**config.mk**
```make
export PLATFORM = sky130hd
export DESIGN_NAME = axil_rr_arbiter_flat
export DESIGN_NICKNAME = d
export VERILOG_FILES = /design/src/rtl/axil_rr_arbiter_if.sv /design/src/rtl/axil_rr_arbiter.sv /design/src/flat_wrapper.sv
export SDC_FILE = /design/constraint.sdc
export NUM_CORES = 1
export LEC_CHECK = 0
export BUFFER_PORTS_ARGS = -buffer_cell sky130_fd_sc_hd__buf_2
export CORE_AREA = 2 2 292 294
export DETAILED_ROUTE_END_ITERATION = 6
export DIE_AREA = 0 0 294 296
export SYNTH_ARGS = -nofsm -noshare
export SYNTH_HDL_FRONTEND = slang
export SYNTH_SLANG_ARGS = --single-unit
```
**constraint.sdc**
```tcl
create_clock -name core_clk -period 4.2 [get_ports core_clk]
set_input_delay 0.42 -clock core_clk [delete_from_list [all_inputs] [get_ports core_clk]]
set_output_delay 0.42 -clock core_clk [all_outputs]
set_load 0.1 [all_outputs]
```
**src/rtl/axil_rr_arbiter_if.sv**
```systemverilog
// rtl/axil_rr_arbiter_if.sv - N-master / 1-slave AXI4-Lite bundle seen by axil_rr_arbiter
interface axil_rr_arbiter_if #(
    parameter int NUM_M  = 4,
    parameter int ADDR_W = 32,
    parameter int DATA_W = 32
);
    localparam int STRB_W = DATA_W / 8;

    logic [NUM_M-1:0]        m_awvalid_i, m_awready_o;
    logic [NUM_M*ADDR_W-1:0] m_awaddr_i;
    logic [NUM_M-1:0]        m_wvalid_i, m_wready_o;
    logic [NUM_M*DATA_W-1:0] m_wdata_i;
    logic [NUM_M*STRB_W-1:0] m_wstrb_i;
    logic [NUM_M-1:0]        m_bvalid_o, m_bready_i;
    logic [2*NUM_M-1:0]      m_bresp_o;
    logic [NUM_M-1:0]        m_arvalid_i, m_arready_o;
    logic [NUM_M*ADDR_W-1:0] m_araddr_i;
    logic [NUM_M-1:0]        m_rvalid_o, m_rready_i;
    logic [NUM_M*DATA_W-1:0] m_rdata_o;
    logic [2*NUM_M-1:0]      m_rresp_o;

    logic              s_awvalid_o, s_awready_i;
    logic [ADDR_W-1:0] s_awaddr_o;
    logic              s_wvalid_o, s_wready_i;
    logic [DATA_W-1:0] s_wdata_o;
    logic [STRB_W-1:0] s_wstrb_o;
    logic              s_bvalid_i, s_bready_o;
    logic [1:0]        s_bresp_i;
    logic              s_arvalid_o, s_arready_i;
    logic [ADDR_W-1:0] s_araddr_o;
    logic              s_rvalid_i, s_rready_o;
    logic [DATA_W-1:0] s_rdata_i;
    logic [1:0]        s_rresp_i;

    // Arbiter side
    modport slave (
        input  m_awvalid_i, m_awaddr_i, m_wvalid_i, m_wdata_i, m_wstrb_i, m_bready_i,
        input  m_arvalid_i, m_araddr_i, m_rready_i,
        output m_awready_o, m_wready_o, m_bvalid_o, m_bresp_o,
        output m_arready_o, m_rvalid_o, m_rdata_o, m_rresp_o,
        output s_awvalid_o, s_awaddr_o, s_wvalid_o, s_wdata_o, s_wstrb_o, s_bready_o,
        output s_arvalid_o, s_araddr_o, s_rready_o,
        input  s_awready_i, s_wready_i, s_bvalid_i, s_bresp_i,
        input  s_arready_i, s_rvalid_i, s_rdata_i, s_rresp_i
    );

    // Environment side: drives the masters and models the downstream slave
    modport master (
        output m_awvalid_i, m_awaddr_i, m_wvalid_i, m_wdata_i, m_wstrb_i, m_bready_i,
        output m_arvalid_i, m_araddr_i, m_rready_i,
        input  m_awready_o, m_wready_o, m_bvalid_o, m_bresp_o,
        input  m_arready_o, m_rvalid_o, m_rdata_o, m_rresp_o,
        input  s_awvalid_o, s_awaddr_o, s_wvalid_o, s_wdata_o, s_wstrb_o, s_bready_o,
        input  s_arvalid_o, s_araddr_o, s_rready_o,
        output s_awready_i, s_wready_i, s_bvalid_i, s_bresp_i,
        output s_arready_i, s_rvalid_i, s_rdata_i, s_rresp_i
    );
endinterface

```
**src/rtl/axil_rr_arbiter.sv**
```systemverilog
// rtl/axil_rr_arbiter.sv - N:1 AXI4-Lite round-robin arbiter, independent read/write paths
// Optional per-master completion counters under AXIL_ARB_STATS_EN.
module axil_rr_arbiter #(
    parameter int NUM_M  = 4,
    parameter int ADDR_W = 32,
    parameter int DATA_W = 32
`ifdef AXIL_ARB_STATS_EN
    ,
    parameter int CNT_W  = 16
`endif
) (
    input  logic                    core_clk,
    input  logic                    core_rst_n,
    axil_rr_arbiter_if.slave        bus,
    output logic [NUM_M-1:0]        wr_gnt_o,
    output logic [NUM_M-1:0]        rd_gnt_o
`ifdef AXIL_ARB_STATS_EN
    ,
    input  logic                    stat_clr_i,
    output logic [NUM_M*CNT_W-1:0]  stat_wr_o,
    output logic [NUM_M*CNT_W-1:0]  stat_rd_o
`endif
);
    localparam int STRB_W = DATA_W / 8;
    localparam int PTR_W  = $clog2(NUM_M);

    typedef enum logic [1:0] {ST_IDLE, ST_ADDR, ST_RESP} state_t;

    // First requester at or after ptr, wrapping NUM_M-1 -> 0
    function automatic logic [PTR_W-1:0] rr_pick(input logic [NUM_M-1:0] req,
                                                 input logic [PTR_W-1:0] ptr);
        logic [PTR_W-1:0] pick;
        logic             found;
        int               idx;
        pick  = ptr;
        found = 1'b0;
        for (int k = 0; k < NUM_M; k++) begin
            idx = int'(ptr) + k;
            if (idx >= NUM_M) idx = idx - NUM_M;
            if (!found && req[PTR_W'(idx)]) begin
                pick  = PTR_W'(idx);
                found = 1'b1;
            end
        end
        return pick;
    endfunction

    function automatic logic [PTR_W-1:0] next_ptr(input logic [PTR_W-1:0] idx);
        return (idx == PTR_W'(NUM_M - 1)) ? '0 : idx + 1'b1;
    endfunction

    // ---------------- write path ----------------
    state_t           wr_state_q, wr_state_d;
    logic [PTR_W-1:0] wr_ptr_q, wr_idx_q, wr_pick;
    logic [NUM_M-1:0] wr_gnt_q;
    logic             aw_done_q, w_done_q;
    logic             aw_hs, w_hs, b_hs, aw_fin, w_fin;

    assign wr_pick  = rr_pick(bus.m_awvalid_i, wr_ptr_q);
    assign aw_hs    = bus.s_awvalid_o & bus.s_awready_i;
    assign w_hs     = bus.s_wvalid_o & bus.s_wready_i;
    assign b_hs     = bus.s_bvalid_i & bus.s_bready_o;
    assign aw_fin   = aw_done_q | aw_hs;
    assign w_fin    = w_done_q | w_hs;
    assign wr_gnt_o = wr_gnt_q;

    always_ff @(posedge core_clk or negedge core_rst_n) begin
        if (!core_rst_n) wr_state_q <= ST_IDLE;
        else             wr_state_q <= wr_state_d;
    end

    always_comb begin
        wr_state_d = wr_state_q;
        case (wr_state_q)
            ST_IDLE: if (|bus.m_awvalid_i) wr_state_d = ST_ADDR;
            ST_ADDR: if (aw_fin && w_fin)  wr_state_d = ST_RESP;
            ST_RESP: if (b_hs)             wr_state_d = ST_IDLE;
            default:                       wr_state_d = ST_IDLE;
        endcase
    end

    always_ff @(posedge core_clk or negedge core_rst_n) begin
        if (!core_rst_n) begin
            wr_ptr_q  <= '0;
            wr_idx_q  <= '0;
            wr_gnt_q  <= '0;
            aw_done_q <= 1'b0;
            w_done_q  <= 1'b0;
        end else begin
            case (wr_state_q)
                ST_IDLE: if (|bus.m_awvalid_i) begin
                    wr_idx_q <= wr_pick;
                    wr_gnt_q <= NUM_M'(1) << wr_pick;
                end
                ST_ADDR: begin
                    aw_done_q <= aw_fin;
                    w_done_q  <= w_fin;
                end
                ST_RESP: if (b_hs) begin
                    aw_done_q <= 1'b0;
                    w_done_q  <= 1'b0;
                    wr_gnt_q  <= '0;
                    wr_ptr_q  <= next_ptr(wr_idx_q);
                end
                default: ;
            endcase
        end
    end

    // Done flags stop each channel from being forwarded a second time
    always_comb begin
        bus.m_awready_o = '0;
        bus.m_wready_o  = '0;
        bus.m_bvalid_o  = '0;
        bus.m_bresp_o   = '0;
        bus.s_awvalid_o = 1'b0;
        bus.s_wvalid_o  = 1'b0;
        bus.s_bready_o  = 1'b0;
        bus.s_awaddr_o  = bus.m_awaddr_i[int'(wr_idx_q)*ADDR_W +: ADDR_W];
        bus.s_wdata_o   = bus.m_wdata_i[int'(wr_idx_q)*DATA_W +: DATA_W];
        bus.s_wstrb_o   = bus.m_wstrb_i[int'(wr_idx_q)*STRB_W +: STRB_W];
        case (wr_state_q)
            ST_ADDR: begin
                bus.s_awvalid_o           = bus.m_awvalid_i[wr_idx_q] & ~aw_done_q;
                bus.s_wvalid_o            = bus.m_wvalid_i[wr_idx_q] & ~w_done_q;
                bus.m_awready_o[wr_idx_q] = bus.s_awready_i & ~aw_done_q;
                bus.m_wready_o[wr_idx_q]  = bus.s_wready_i & ~w_done_q;
            end
            ST_RESP: begin
                bus.s_bready_o                        = bus.m_bready_i[wr_idx_q];
                bus.m_bvalid_o[wr_idx_q]              = bus.s_bvalid_i;
                bus.m_bresp_o[int'(wr_idx_q)*2 +: 2]  = bus.s_bresp_i;
            end
            default: ;
        endcase
    end

    // ---------------- read path ----------------
    state_t           rd_state_q, rd_state_d;
    logic [PTR_W-1:0] rd_ptr_q, rd_idx_q, rd_pick;
    logic [NUM_M-1:0] rd_gnt_q;
    logic             ar_hs, r_hs;

    assign rd_pick  = rr_pick(bus.m_arvalid_i, rd_ptr_q);
    assign ar_hs    = bus.s_arvalid_o & bus.s_arready_i;
    assign r_hs     = bus.s_rvalid_i & bus.s_rready_o;
    assign rd_gnt_o = rd_gnt_q;

    always_ff @(posedge core_clk or negedge core_rst_n) begin
        if (!core_rst_n) rd_state_q <= ST_IDLE;
        else             rd_state_q <= rd_state_d;
    end

    always_comb begin
        rd_state_d = rd_state_q;
        case (rd_state_q)
            ST_IDLE: if (|bus.m_arvalid_i) rd_state_d = ST_ADDR;
            ST_ADDR: if (ar_hs)            rd_state_d = ST_RESP;
            ST_RESP: if (r_hs)             rd_state_d = ST_IDLE;
            default:                       rd_state_d = ST_IDLE;
        endcase
    end

    always_ff @(posedge core_clk or negedge core_rst_n) begin
        if (!core_rst_n) begin
            rd_ptr_q <= '0;
            rd_idx_q <= '0;
            rd_gnt_q <= '0;
        end else begin
            case (rd_state_q)
                ST_IDLE: if (|bus.m_arvalid_i) begin
                    rd_idx_q <= rd_pick;
                    rd_gnt_q <= NUM_M'(1) << rd_pick;
                end
                ST_RESP: if (r_hs) begin
                    rd_gnt_q <= '0;
                    rd_ptr_q <= next_ptr(rd_idx_q);
                end
                default: ;
            endcase
        end
    end

    always_comb begin
        bus.m_arready_o = '0;
        bus.m_rvalid_o  = '0;
        bus.m_rdata_o   = '0;
        bus.m_rresp_o   = '0;
        bus.s_arvalid_o = 1'b0;
        bus.s_rready_o  = 1'b0;
        bus.s_araddr_o  = bus.m_araddr_i[int'(rd_idx_q)*ADDR_W +: ADDR_W];
        case (rd_state_q)
            ST_ADDR: begin
                bus.s_arvalid_o           = bus.m_arvalid_i[rd_idx_q];
                bus.m_arready_o[rd_idx_q] = bus.s_arready_i;
            end
            ST_RESP: begin
                bus.s_rready_o                              = bus.m_rready_i[rd_idx_q];
                bus.m_rvalid_o[rd_idx_q]                    = bus.s_rvalid_i;
                bus.m_rdata_o[int'(rd_idx_q)*DATA_W +: DATA_W] = bus.s_rdata_i;
                bus.m_rresp_o[int'(rd_idx_q)*2 +: 2]        = bus.s_rresp_i;
            end
            default: ;
        endcase
    end

`ifdef AXIL_ARB_STATS_EN
    // Saturating per-master completion counters; clear has priority
    for (genvar g = 0; g < NUM_M; g++) begin : g_stat
        logic [CNT_W-1:0] wr_cnt_q, rd_cnt_q;

        always_ff @(posedge core_clk or negedge core_rst_n) begin
            if (!core_rst_n) begin
                wr_cnt_q <= '0;
                rd_cnt_q <= '0;
            end else if (stat_clr_i) begin
                wr_cnt_q <= '0;
                rd_cnt_q <= '0;
            end else begin
                if (b_hs && wr_idx_q == PTR_W'(g) && !(&wr_cnt_q)) wr_cnt_q <= wr_cnt_q + 1'b1;
                if (r_hs && rd_idx_q == PTR_W'(g) && !(&rd_cnt_q)) rd_cnt_q <= rd_cnt_q + 1'b1;
            end
        end

        assign stat_wr_o[g*CNT_W +: CNT_W] = wr_cnt_q;
        assign stat_rd_o[g*CNT_W +: CNT_W] = rd_cnt_q;
    end
`endif
endmodule

```
**src/flat_wrapper.sv**
```systemverilog
// flat-port wrapper written by rule: the top's interface ports become plain ports
module axil_rr_arbiter_flat 
#(
    parameter int NUM_M  = 4,
    parameter int ADDR_W = 32,
    parameter int DATA_W = 32

)
  (core_clk, core_rst_n, wr_gnt_o, rd_gnt_o, bus_m_awvalid_i, bus_m_awaddr_i, bus_m_wvalid_i, bus_m_wdata_i, bus_m_wstrb_i, bus_m_bready_i, bus_m_arvalid_i, bus_m_araddr_i, bus_m_rready_i, bus_m_awready_o, bus_m_wready_o, bus_m_bvalid_o, bus_m_bresp_o, bus_m_arready_o, bus_m_rvalid_o, bus_m_rdata_o, bus_m_rresp_o, bus_s_awvalid_o, bus_s_awaddr_o, bus_s_wvalid_o, bus_s_wdata_o, bus_s_wstrb_o, bus_s_bready_o, bus_s_arvalid_o, bus_s_araddr_o, bus_s_rready_o, bus_s_awready_i, bus_s_wready_i, bus_s_bvalid_i, bus_s_bresp_i, bus_s_arready_i, bus_s_rvalid_i, bus_s_rdata_i, bus_s_rresp_i);
  axil_rr_arbiter_if #(.NUM_M(NUM_M), .ADDR_W(ADDR_W), .DATA_W(DATA_W)) bus_i ();
  input  logic core_clk;
  input  logic core_rst_n;
  output logic [NUM_M-1:0] wr_gnt_o;
  output logic [NUM_M-1:0] rd_gnt_o;
  input wire logic [$bits(bus_i.m_awvalid_i)-1:0] bus_m_awvalid_i;
  input wire logic [$bits(bus_i.m_awaddr_i)-1:0] bus_m_awaddr_i;
  input wire logic [$bits(bus_i.m_wvalid_i)-1:0] bus_m_wvalid_i;
  input wire logic [$bits(bus_i.m_wdata_i)-1:0] bus_m_wdata_i;
  input wire logic [$bits(bus_i.m_wstrb_i)-1:0] bus_m_wstrb_i;
  input wire logic [$bits(bus_i.m_bready_i)-1:0] bus_m_bready_i;
  input wire logic [$bits(bus_i.m_arvalid_i)-1:0] bus_m_arvalid_i;
  input wire logic [$bits(bus_i.m_araddr_i)-1:0] bus_m_araddr_i;
  input wire logic [$bits(bus_i.m_rready_i)-1:0] bus_m_rready_i;
  output wire logic [$bits(bus_i.m_awready_o)-1:0] bus_m_awready_o;
  output wire logic [$bits(bus_i.m_wready_o)-1:0] bus_m_wready_o;
  output wire logic [$bits(bus_i.m_bvalid_o)-1:0] bus_m_bvalid_o;
  output wire logic [$bits(bus_i.m_bresp_o)-1:0] bus_m_bresp_o;
  output wire logic [$bits(bus_i.m_arready_o)-1:0] bus_m_arready_o;
  output wire logic [$bits(bus_i.m_rvalid_o)-1:0] bus_m_rvalid_o;
  output wire logic [$bits(bus_i.m_rdata_o)-1:0] bus_m_rdata_o;
  output wire logic [$bits(bus_i.m_rresp_o)-1:0] bus_m_rresp_o;
  output wire logic [$bits(bus_i.s_awvalid_o)-1:0] bus_s_awvalid_o;
  output wire logic [$bits(bus_i.s_awaddr_o)-1:0] bus_s_awaddr_o;
  output wire logic [$bits(bus_i.s_wvalid_o)-1:0] bus_s_wvalid_o;
  output wire logic [$bits(bus_i.s_wdata_o)-1:0] bus_s_wdata_o;
  output wire logic [$bits(bus_i.s_wstrb_o)-1:0] bus_s_wstrb_o;
  output wire logic [$bits(bus_i.s_bready_o)-1:0] bus_s_bready_o;
  output wire logic [$bits(bus_i.s_arvalid_o)-1:0] bus_s_arvalid_o;
  output wire logic [$bits(bus_i.s_araddr_o)-1:0] bus_s_araddr_o;
  output wire logic [$bits(bus_i.s_rready_o)-1:0] bus_s_rready_o;
  input wire logic [$bits(bus_i.s_awready_i)-1:0] bus_s_awready_i;
  input wire logic [$bits(bus_i.s_wready_i)-1:0] bus_s_wready_i;
  input wire logic [$bits(bus_i.s_bvalid_i)-1:0] bus_s_bvalid_i;
  input wire logic [$bits(bus_i.s_bresp_i)-1:0] bus_s_bresp_i;
  input wire logic [$bits(bus_i.s_arready_i)-1:0] bus_s_arready_i;
  input wire logic [$bits(bus_i.s_rvalid_i)-1:0] bus_s_rvalid_i;
  input wire logic [$bits(bus_i.s_rdata_i)-1:0] bus_s_rdata_i;
  input wire logic [$bits(bus_i.s_rresp_i)-1:0] bus_s_rresp_i;
  assign bus_i.m_awvalid_i = bus_m_awvalid_i;
  assign bus_i.m_awaddr_i = bus_m_awaddr_i;
  assign bus_i.m_wvalid_i = bus_m_wvalid_i;
  assign bus_i.m_wdata_i = bus_m_wdata_i;
  assign bus_i.m_wstrb_i = bus_m_wstrb_i;
  assign bus_i.m_bready_i = bus_m_bready_i;
  assign bus_i.m_arvalid_i = bus_m_arvalid_i;
  assign bus_i.m_araddr_i = bus_m_araddr_i;
  assign bus_i.m_rready_i = bus_m_rready_i;
  assign bus_m_awready_o = bus_i.m_awready_o;
  assign bus_m_wready_o = bus_i.m_wready_o;
  assign bus_m_bvalid_o = bus_i.m_bvalid_o;
  assign bus_m_bresp_o = bus_i.m_bresp_o;
  assign bus_m_arready_o = bus_i.m_arready_o;
  assign bus_m_rvalid_o = bus_i.m_rvalid_o;
  assign bus_m_rdata_o = bus_i.m_rdata_o;
  assign bus_m_rresp_o = bus_i.m_rresp_o;
  assign bus_s_awvalid_o = bus_i.s_awvalid_o;
  assign bus_s_awaddr_o = bus_i.s_awaddr_o;
  assign bus_s_wvalid_o = bus_i.s_wvalid_o;
  assign bus_s_wdata_o = bus_i.s_wdata_o;
  assign bus_s_wstrb_o = bus_i.s_wstrb_o;
  assign bus_s_bready_o = bus_i.s_bready_o;
  assign bus_s_arvalid_o = bus_i.s_arvalid_o;
  assign bus_s_araddr_o = bus_i.s_araddr_o;
  assign bus_s_rready_o = bus_i.s_rready_o;
  assign bus_i.s_awready_i = bus_s_awready_i;
  assign bus_i.s_wready_i = bus_s_wready_i;
  assign bus_i.s_bvalid_i = bus_s_bvalid_i;
  assign bus_i.s_bresp_i = bus_s_bresp_i;
  assign bus_i.s_arready_i = bus_s_arready_i;
  assign bus_i.s_rvalid_i = bus_s_rvalid_i;
  assign bus_i.s_rdata_i = bus_s_rdata_i;
  assign bus_i.s_rresp_i = bus_s_rresp_i;
  axil_rr_arbiter #(.NUM_M(NUM_M), .ADDR_W(ADDR_W), .DATA_W(DATA_W)) u_core (.core_clk(core_clk), .core_rst_n(core_rst_n), .bus(bus_i), .wr_gnt_o(wr_gnt_o), .rd_gnt_o(rd_gnt_o));
endmodule
```
* After elaboration in Yosys (flattened, before gate mapping)
Index checks and enable logic that the tools add are counted.
Word-level totals: register bits 22, input bits 463
Cells by class: shifts and indexed selects 12, equal/unequal tests 12, order comparisons 20, muxes and demuxes 92, add/sub/neg operators 19, bitwise logic cells 21, reduce and logical (&&, ||, !) cells 31
Operator list (number):
- $shiftx A128 B8 Y32 | 3
- $and A128 B128 Y128 | 1
- $mux W128 | 1
- $shift A32 B33 Y128 const A | 1
- $shiftx A32 B33 Y128 | 1
- $neg A3 Y33 | 2
- $shift A2 B33 Y8 const A | 2
- $shiftx A2 B33 Y8 | 2
- $mux W2 | 24
- $mux W4 | 9
- $mux W1 | 35
- $neg A7 Y33 | 1
- $lt A2 B4 Y1 const B | 8
- $bmux W1 S2 | 13
- $and A4 B4 Y4 | 5
- $ge A3 B3 Y1 const B | 6
- $and A8 B8 Y8 | 2
- $mux W8 | 2
- $pmux W4 S2 | 2
- $shiftx A16 B5 Y4 | 1
- $sub A2 B1 Y2 const B | 8
- $add A2 B2 Y3 const B | 4
- $ne A2 B1 Y1 const B | 6
- $pmux W2 S3 | 2
- 20 further kinds | 66

* Logic depth before layout (Yosys ltp)
Gate-level depths: netlist (run 1).
depth in word-level cells 18, mapped depth 8, mapped depth without buffers 5

* Worst setup path after synthesis (run 1)
OpenSTA, ideal clock, no wires.
path type flip-flop to output port, start reg u_core.wr_idx_q[0], end out bus_s_awvalid_o, data arrival time 5.560 ns, data required time 3.780 ns, cell stages (with the launch flop) 5, setup slack -1.780 ns, path through dfrtp_1 > buf_6 > buf_2 > and2_1 > a2111oi_0
Between the ends: longest elaborated chain between the ends 4
Ends and longest elaborated chain:
- from (decl) | RTL line axil_rr_arbiter.sv:54 | logic [PTR_W-1:0] wr_ptr_q, wr_idx_q, wr_pick;
- from (signal assigned) | RTL line axil_rr_arbiter.sv:92 | wr_idx_q <= wr_pick;
- $bmux W1 S2 | RTL line axil_rr_arbiter.sv:124 | bus.s_awvalid_o = bus.m_awvalid_i[wr_idx_q] & ~aw_done_q;
- $mux W1 (implied by the code) | RTL line axil_rr_arbiter.sv:124
- $and A1 B1 Y1 | RTL line axil_rr_arbiter.sv:124
- $mux W1 | RTL line axil_rr_arbiter.sv:122 | case (wr_state_q)
- to (decl) | RTL line flat_wrapper.sv:32 | output wire logic [$bits(bus_i.s_awvalid_o)-1:0] bus_s_awvalid_o;
Every way passes these cells. The select of a mux whose other input is x is not followed.

* Final worst setup path (run 1)
start reg u_core.rd_idx_q[0], end out bus_m_rdata_o[63]
Between the ends: longest elaborated chain between the ends 4, elaborated cells between the ends (all ways) 5, those cells by class add/sub (1); shift (2); mux (1); bitwise (1)
Ends and longest elaborated chain:
- from (decl) | RTL line axil_rr_arbiter.sv:140 | logic [PTR_W-1:0] rd_ptr_q, rd_idx_q, rd_pick;
- from (signal assigned) | RTL line axil_rr_arbiter.sv:172 | rd_idx_q <= rd_pick;
- $neg A7 Y33 (*) | RTL line axil_rr_arbiter.sv:200 | bus.m_rdata_o[int'(rd_idx_q)*DATA_W +: DATA_W] = bus.s_rdata_i;
- $shiftx A32 B33 Y128 or $shift A32 B33 Y128 (tied branches) | RTL line axil_rr_arbiter.sv:200
- $and A128 B128 Y128 (no source line) (*)
- $mux W128 (*) | RTL line axil_rr_arbiter.sv:192 | case (rd_state_q)
- to (decl) | RTL line flat_wrapper.sv:30 | output wire logic [$bits(bus_i.m_rdata_o)-1:0] bus_m_rdata_o;
Mark *: on every way between the ends. The rest lies on a longest branch, timed or not.

==> results.yml, run 1 <==
status:
  status: "complete, no violations"
routing:
  wl_met1_um: 19300
  maxUsedRoutingLayer: "met5"
  dr.pass1.iters: 4
  drcViolationCount: 0
  drt_iter0_markers: 533
  vias_per_cell: 3.17
  wl_met3_um: 6510
  avgRoutedWirePerCell_um: 19.4
  wl_met2_um: 17800
  ant_nets: 0
  wirelength_um: 44000
  dr_total_vias: 7211
placed_design:
  numPlacedInstances: 2260
  postPlaceCellArea_um2: 10000
  hpwl_um: 39400
  place_congestion: 0.996
  portBuffers: 739
synthesis:
  syn-num-nets: 936
  synthFlopType: "dfrtp_1"
  postSynthCellCount: 461
  ys_async_sr_fraction: 1.00
  avgSynthCellArea_um2: 11.0
  ys_seq_area_frac: 0.108
  yosys_warnings: 0
  yosys.cell_types.count: 52
  ys_seq_elements: 22
  synth_area_um2: 5080
  synth_edf_count: 0
pwr:
  cellPowerDensity_nw_per_um2: 748
  vdd_ir_drop_max_v: 0.000597
  p_leak_nw: 5.07
sta:
  min_period_over_period: 0.824
  worst_pin_slew_ps: 780
  slew_headroom: 0.479
  setup_viol: 0
  whs_ps: 135
  finClkSkew_ps: 0.485
  rsz0062_at_grt: "false"
  hold_violations: 0
  fmax_ghz: 0.289
  slew_violations: 0
  fin_crit_ps: 3460
critical_path:
  crit_fanout: 35
  cp.arrival_ps: 3040
  slowest_stage: "dfrtp_4"
  critPathTopFamily: "buffers and inverters"
  critPathKind: "reg -> out"
  r2r_cells: 4
  start_kind: "flip-flop"
  path_common_cell: "buf_4"
  cp.depth: 6
  cp_num_buf_inv: 3
  crit_chain: "buf_4 > ha_1 > and4_1 > buf_4 > and2_1 > buf_2"
  crit_required_ps: 3780
  end_kind: "primary output"
  cpPeakStageDelay_ps: 640
cts:
  cts.sinks: 22
  cts.clk_slew.worst_paths_ps: 60
  cts_repair_resize_count: 0
  post_cts_buffers: 0
  cts_inserted_buffers: 3
  cts_tree: "done"
  h-tree-depth: 1
  clock_latency_ps: 250
  cts_root_buf: "clkbuf_16"
  clockBufferDepth: 2
  postCtsHoldBufs: 0
finish:
  fin_area_um2: 10100
  num-nets-final: 1650
  syn_to_final_growth_pct: 99.3
  drive_gt1_frac: 0.741
  final_common_cell: "buf_2"
  instances_no_fill: 2272
  finish.utilization: 0.120
  final_cell_mix: "buf_2, and2_1, mux4_2"
global_routing:
  antenna_found_initial: 33
  grt_use_total: 0.0919
  grt_max_degree: 83
  grt_pass1_vias: 6591
  grt_pass1_wl_um: 55300
  grt_overflow: 0
worst_hold_path:
  hold_path.class: "in -> async"
floorplan:
  die-area_um2: 87000
  die_w_um: 294
  initial_utilization: 0.0603
  rows: 107
  fp.coreArea_um2: 84200
  io_pins: 740
  die_h_um: 296
flow_run:
  drv_cap: 0
sequential cells by signal, indices dropped and copies added, names as in the netlist:
register / flops
u_core.rd_idx_q: 2
u_core.w_done_q: 1
u_core.wr_gnt_o: 4
u_core.wr_state_q: 2
u_core.aw_done_q: 1
u_core.wr_ptr_q: 2
u_core.wr_idx_q: 2
u_core.rd_state_q: 2
u_core.rd_gnt_o: 4
u_core.rd_ptr_q: 2
cells in the mapped netlist (all sizes together) (4+ instances only):
| library cell | n | area share |
|---|---|---|
| and2 | 153 | 0.19 |
| mux4 | 103 | 0.46 |
| dfrtp | 22 | 0.11 |
| clkbuf | 20 | 0.017 |
| buf | 19 | 0.025 |
| nand2 | 13 | 0.0096 |
| and3 | 12 | 0.015 |
| ha | 12 | 0.030 |
| nor2 | 10 | 0.0074 |
| nand2b | 9 | 0.011 |
| o21ai | 9 | 0.0089 |
| nand3 | 8 | 0.011 |
| o31ai | 8 | 0.013 |
| inv | 7 | 0.0052 |
| nor2b | 7 | 0.0086 |
| mux2i | 4 | 0.0079 |
logic make-up (layout without fill, tap and decap cells):
group	count (synthesis)	count (layout)	synth area share
flip-flops	22	22	0.108
AND/OR/NAND/NOR	228	228	0.278
adder cells (fa/ha/maj)	12	12	0.0295
other	0	9	0
buffers and inverters	46	758	0.0468
multiplexers	110	110	0.473
AO/OA/AOI/OAI	43	43	0.0648
where the power goes:
part	internal, mW	leakage, nW	switching [mW]
sequential	0.314	0.271	0.189
combinational	1.51	4.76	5.36
clock	0.126	0.0370	0.0731
total	1.95	5.07	5.62
per-stage QoR:
step / setup TNS, ps / total power, mW / worst slack, ps
after floorplan: -426 / 6.20 / -426
after global placement: 0 / 7.41 / 1040
after detailed placement: 0 / 7.42 / 981
after CTS: 0 / 7.63 / 701
after global routing: 0 / 7.90 / 545
final: 0 / 7.57 / 738
metal layers:
layer | vias to the layer above | GRT usage
li1 | 3228 | -
met1 | 3455 | 0.130
met2 | 458 | 0.127
met3 | 44 | 0.0486
met4 | 26 | 0.00485
met5 | - | 0
final cells by class:
class,instances,area (µm²)
fillers,9672,74100
well taps,1090,1360
diodes,9,22.5
multi-input cells,393,4300
inverters,7,26.3
flip-flops and latches,22,563
repair buffers,748,3780
clock buffers,3,75.1
final timing paths:
path,start,end,slack [ps]
min reg2reg,u_core.rd_gnt_o[1]$_DFFE_PN0P_,u_core.rd_gnt_o[1]$_DFFE_PN0P_,490
max reg2reg,u_core.wr_idx_q[0]$_DFFE_PN0P_,u_core.wr_ptr_q[1]$_DFFE_PN0P_,2120
max,u_core.rd_idx_q[0]$_DFFE_PN0P_,bus_m_rdata_o[63],740
max in group asynchronous,core_rst_n,u_core.rd_idx_q[0]$_DFFE_PN0P_,3680
min in group core_clk,bus_s_arready_i,u_core.rd_state_q[1]$_DFFE_PN0P_,470
min,core_rst_n,u_core.w_done_q$_DFFE_PN0P_,130
(Power assumes the default switching activity.)
==> run 2, diff against run 1 <==
--- a/config.mk
+++ b/config.mk
@@ -6,9 +6,9 @@
 export NUM_CORES = 1
 export LEC_CHECK = 0
 export BUFFER_PORTS_ARGS = -buffer_cell sky130_fd_sc_hd__buf_2
-export CORE_AREA = 2 2 292 294
+export CORE_AREA = 2 2 288 290
 export DETAILED_ROUTE_END_ITERATION = 6
-export DIE_AREA = 0 0 294 296
+export DIE_AREA = 0 0 290 292
 export SYNTH_ARGS = -nofsm -noshare
 export SYNTH_HDL_FRONTEND = slang
 export SYNTH_SLANG_ARGS = --single-unit
==> constraint.sdc (replaced) <==
create_clock -name core_clk -period 3.2 [get_ports core_clk]
set_input_delay 0.32 -clock core_clk [delete_from_list [all_inputs] [get_ports core_clk]]
set_output_delay 0.32 -clock core_clk [all_outputs]
set_load 0.1 [all_outputs]
==> results.yml, run 2 (synthesized netlist as in run 1, its figures left out) <==
finish:
  final_cell_mix: "buf_2, and2_1, buf_12"
  final_common_cell: "buf_2"
  drive_gt1_frac: 0.742
  num-nets-final: 1654
  syn_to_final_growth_pct: 140
  fin_area_um2: 12200
critical_path:
  crit_required_ps: 2880
  cp.arrival_ps: 2550
  critPathKind: "reg -> out"
  r2r_cells: 4
  crit_fanout: 16
  start_kind: "flip-flop"
  end_kind: "primary output"
global_routing:
  grt_pass1_wl_um: 66200
  antenna_found_initial: 21
  grt_pass1_vias: 7013
  grt_use_total: 0.115
  grt_max_degree: 64
  grt_overflow: 0
cts:
  post_cts_buffers: 0
  postCtsHoldBufs: 0
  clock_latency_ps: 280
  cts_inserted_buffers: 3
  cts_root_buf: "clkbuf_16"
  cts.clk_slew.worst_paths_ps: 70
  cts_tree: "done"
  clockBufferDepth: 2
  cts_repair_resize_count: 0
  cts.sinks: 22
  h-tree-depth: 1
sta:
  hold_violations: 0
  min_period_over_period: 0.896
  slew_violations: 0
  slew_headroom: 0.513
  rsz0062_at_grt: "false"
  fin_crit_ps: 2870
  whs_ps: 58.6
  finClkSkew_ps: 4.61
  worst_pin_slew_ps: 726
  fmax_ghz: 0.349
  finalWorstSetupSlack_ps: 331
  setup_viol: 0
pwr:
  clkPwrFrac: 0.031
  comb_power_share: 0.908
  vdd_ir_drop_max_v: 0.000649
  sequentialPowerShare: 0.061
  swShare: 0.738
  power.total_mw: 10.4
  p_leak_nw: 5.44
  power_switching_mw: 7.67
  internal-power_mw: 2.72
  cellPowerDensity_nw_per_um2: 852
placed_design:
  place_congestion: 0.937
  pre_cts_slack_ps: 592
  postPlaceCellArea_um2: 12100
  portBuffers: 739
  hpwl_um: 47000
floorplan:
  io_pins: 740
  initial_utilization: 0.0623
  die_w_um: 290
  rows: 105
  die_h_um: 292
  fp.coreArea_um2: 81600
  die-area_um2: 84700
routing:
  avgRoutedWirePerCell_um: 22.7
  drcViolationCount: 0
  dr.pass1.iters: 4
  dr_total_vias: 7095
  ant_nets: 0
  vias_per_cell: 3.15
  drt_iter0_markers: 445
  wirelength_um: 51200
status:
  status: "complete, no violations"
flow_run:
  drv_cap: 0
worst_hold_path:
  hold_path.class: "in -> async"
## run 2: metal layers
| layer | global-route usage | wire, µm |
|---|---|---|
| met1 | 0.159 | 22900 |
| met3 | 0.0529 | 6210 |
| met2 | 0.169 | 21700 |
| met4 | 0.00673 | 297 |
| met5 | 0 | 94 |
## run 2: worst paths after layout
| check | start | to | slack (ps) |
|---|---|---|---|
| setup / recovery | u_core.wr_idx_q[1]$_DFFE_PN0P_ | bus_s_awvalid_o | 330 |
| hold / removal | core_rst_n | u_core.rd_gnt_o[3]$_DFFE_PN0P_ | 60 |
| setup reg to reg | u_core.rd_idx_q[0]$_DFFE_PN0P_ | u_core.rd_ptr_q[1]$_DFFE_PN0P_ | 770 |
| hold reg to reg | u_core.wr_gnt_o[0]$_DFFE_PN0P_ | u_core.wr_gnt_o[0]$_DFFE_PN0P_ | 510 |
| max in group asynchronous | core_rst_n | u_core.wr_idx_q[0]$_DFFE_PN0P_ | 2600 |
| min in group core_clk | bus_s_arready_i | u_core.rd_state_q[1]$_DFFE_PN0P_ | 390 |
## run 2: layout make-up
class                   instances  area, µm²
fillers                      9237      69400
inverters                       7       26.3
flip-flops and latches         22        563
well taps                    1070       1340
clock buffers                   4       88.8
repair buffers                752       5860
multi-input cells             393       4300
diodes                          6       15.0
## run 2: stage by stage
stage | instances | utilization | TNS (ps)
after floorplan | 461 | - | -1330
after global placement | 2244 | 0.148 | 0
after detailed placement | 2244 | 0.148 | 0
after CTS | 2248 | 0.149 | 0
after global routing | 2249 | 0.149 | 0
final | 2254 | 0.149 | 0
## run 2: critical path, stage by stage, from the launching register on
cell and delay, ps:
dfrtp_4 620, mux2i_1 190, and2_1 180, a2111oi_1 670, buf_2 610
## run 2: power groups by stage
stage	registers [mW]	logic (mW)	clock network [mW]
after global placement	0.641	9.50	0
after global routing	0.659	9.79	0.351
after CTS	0.641	9.52	0.337
after floorplan	0.767	7.37	0
after detailed placement	0.645	9.51	0
final	0.633	9.43	0.320
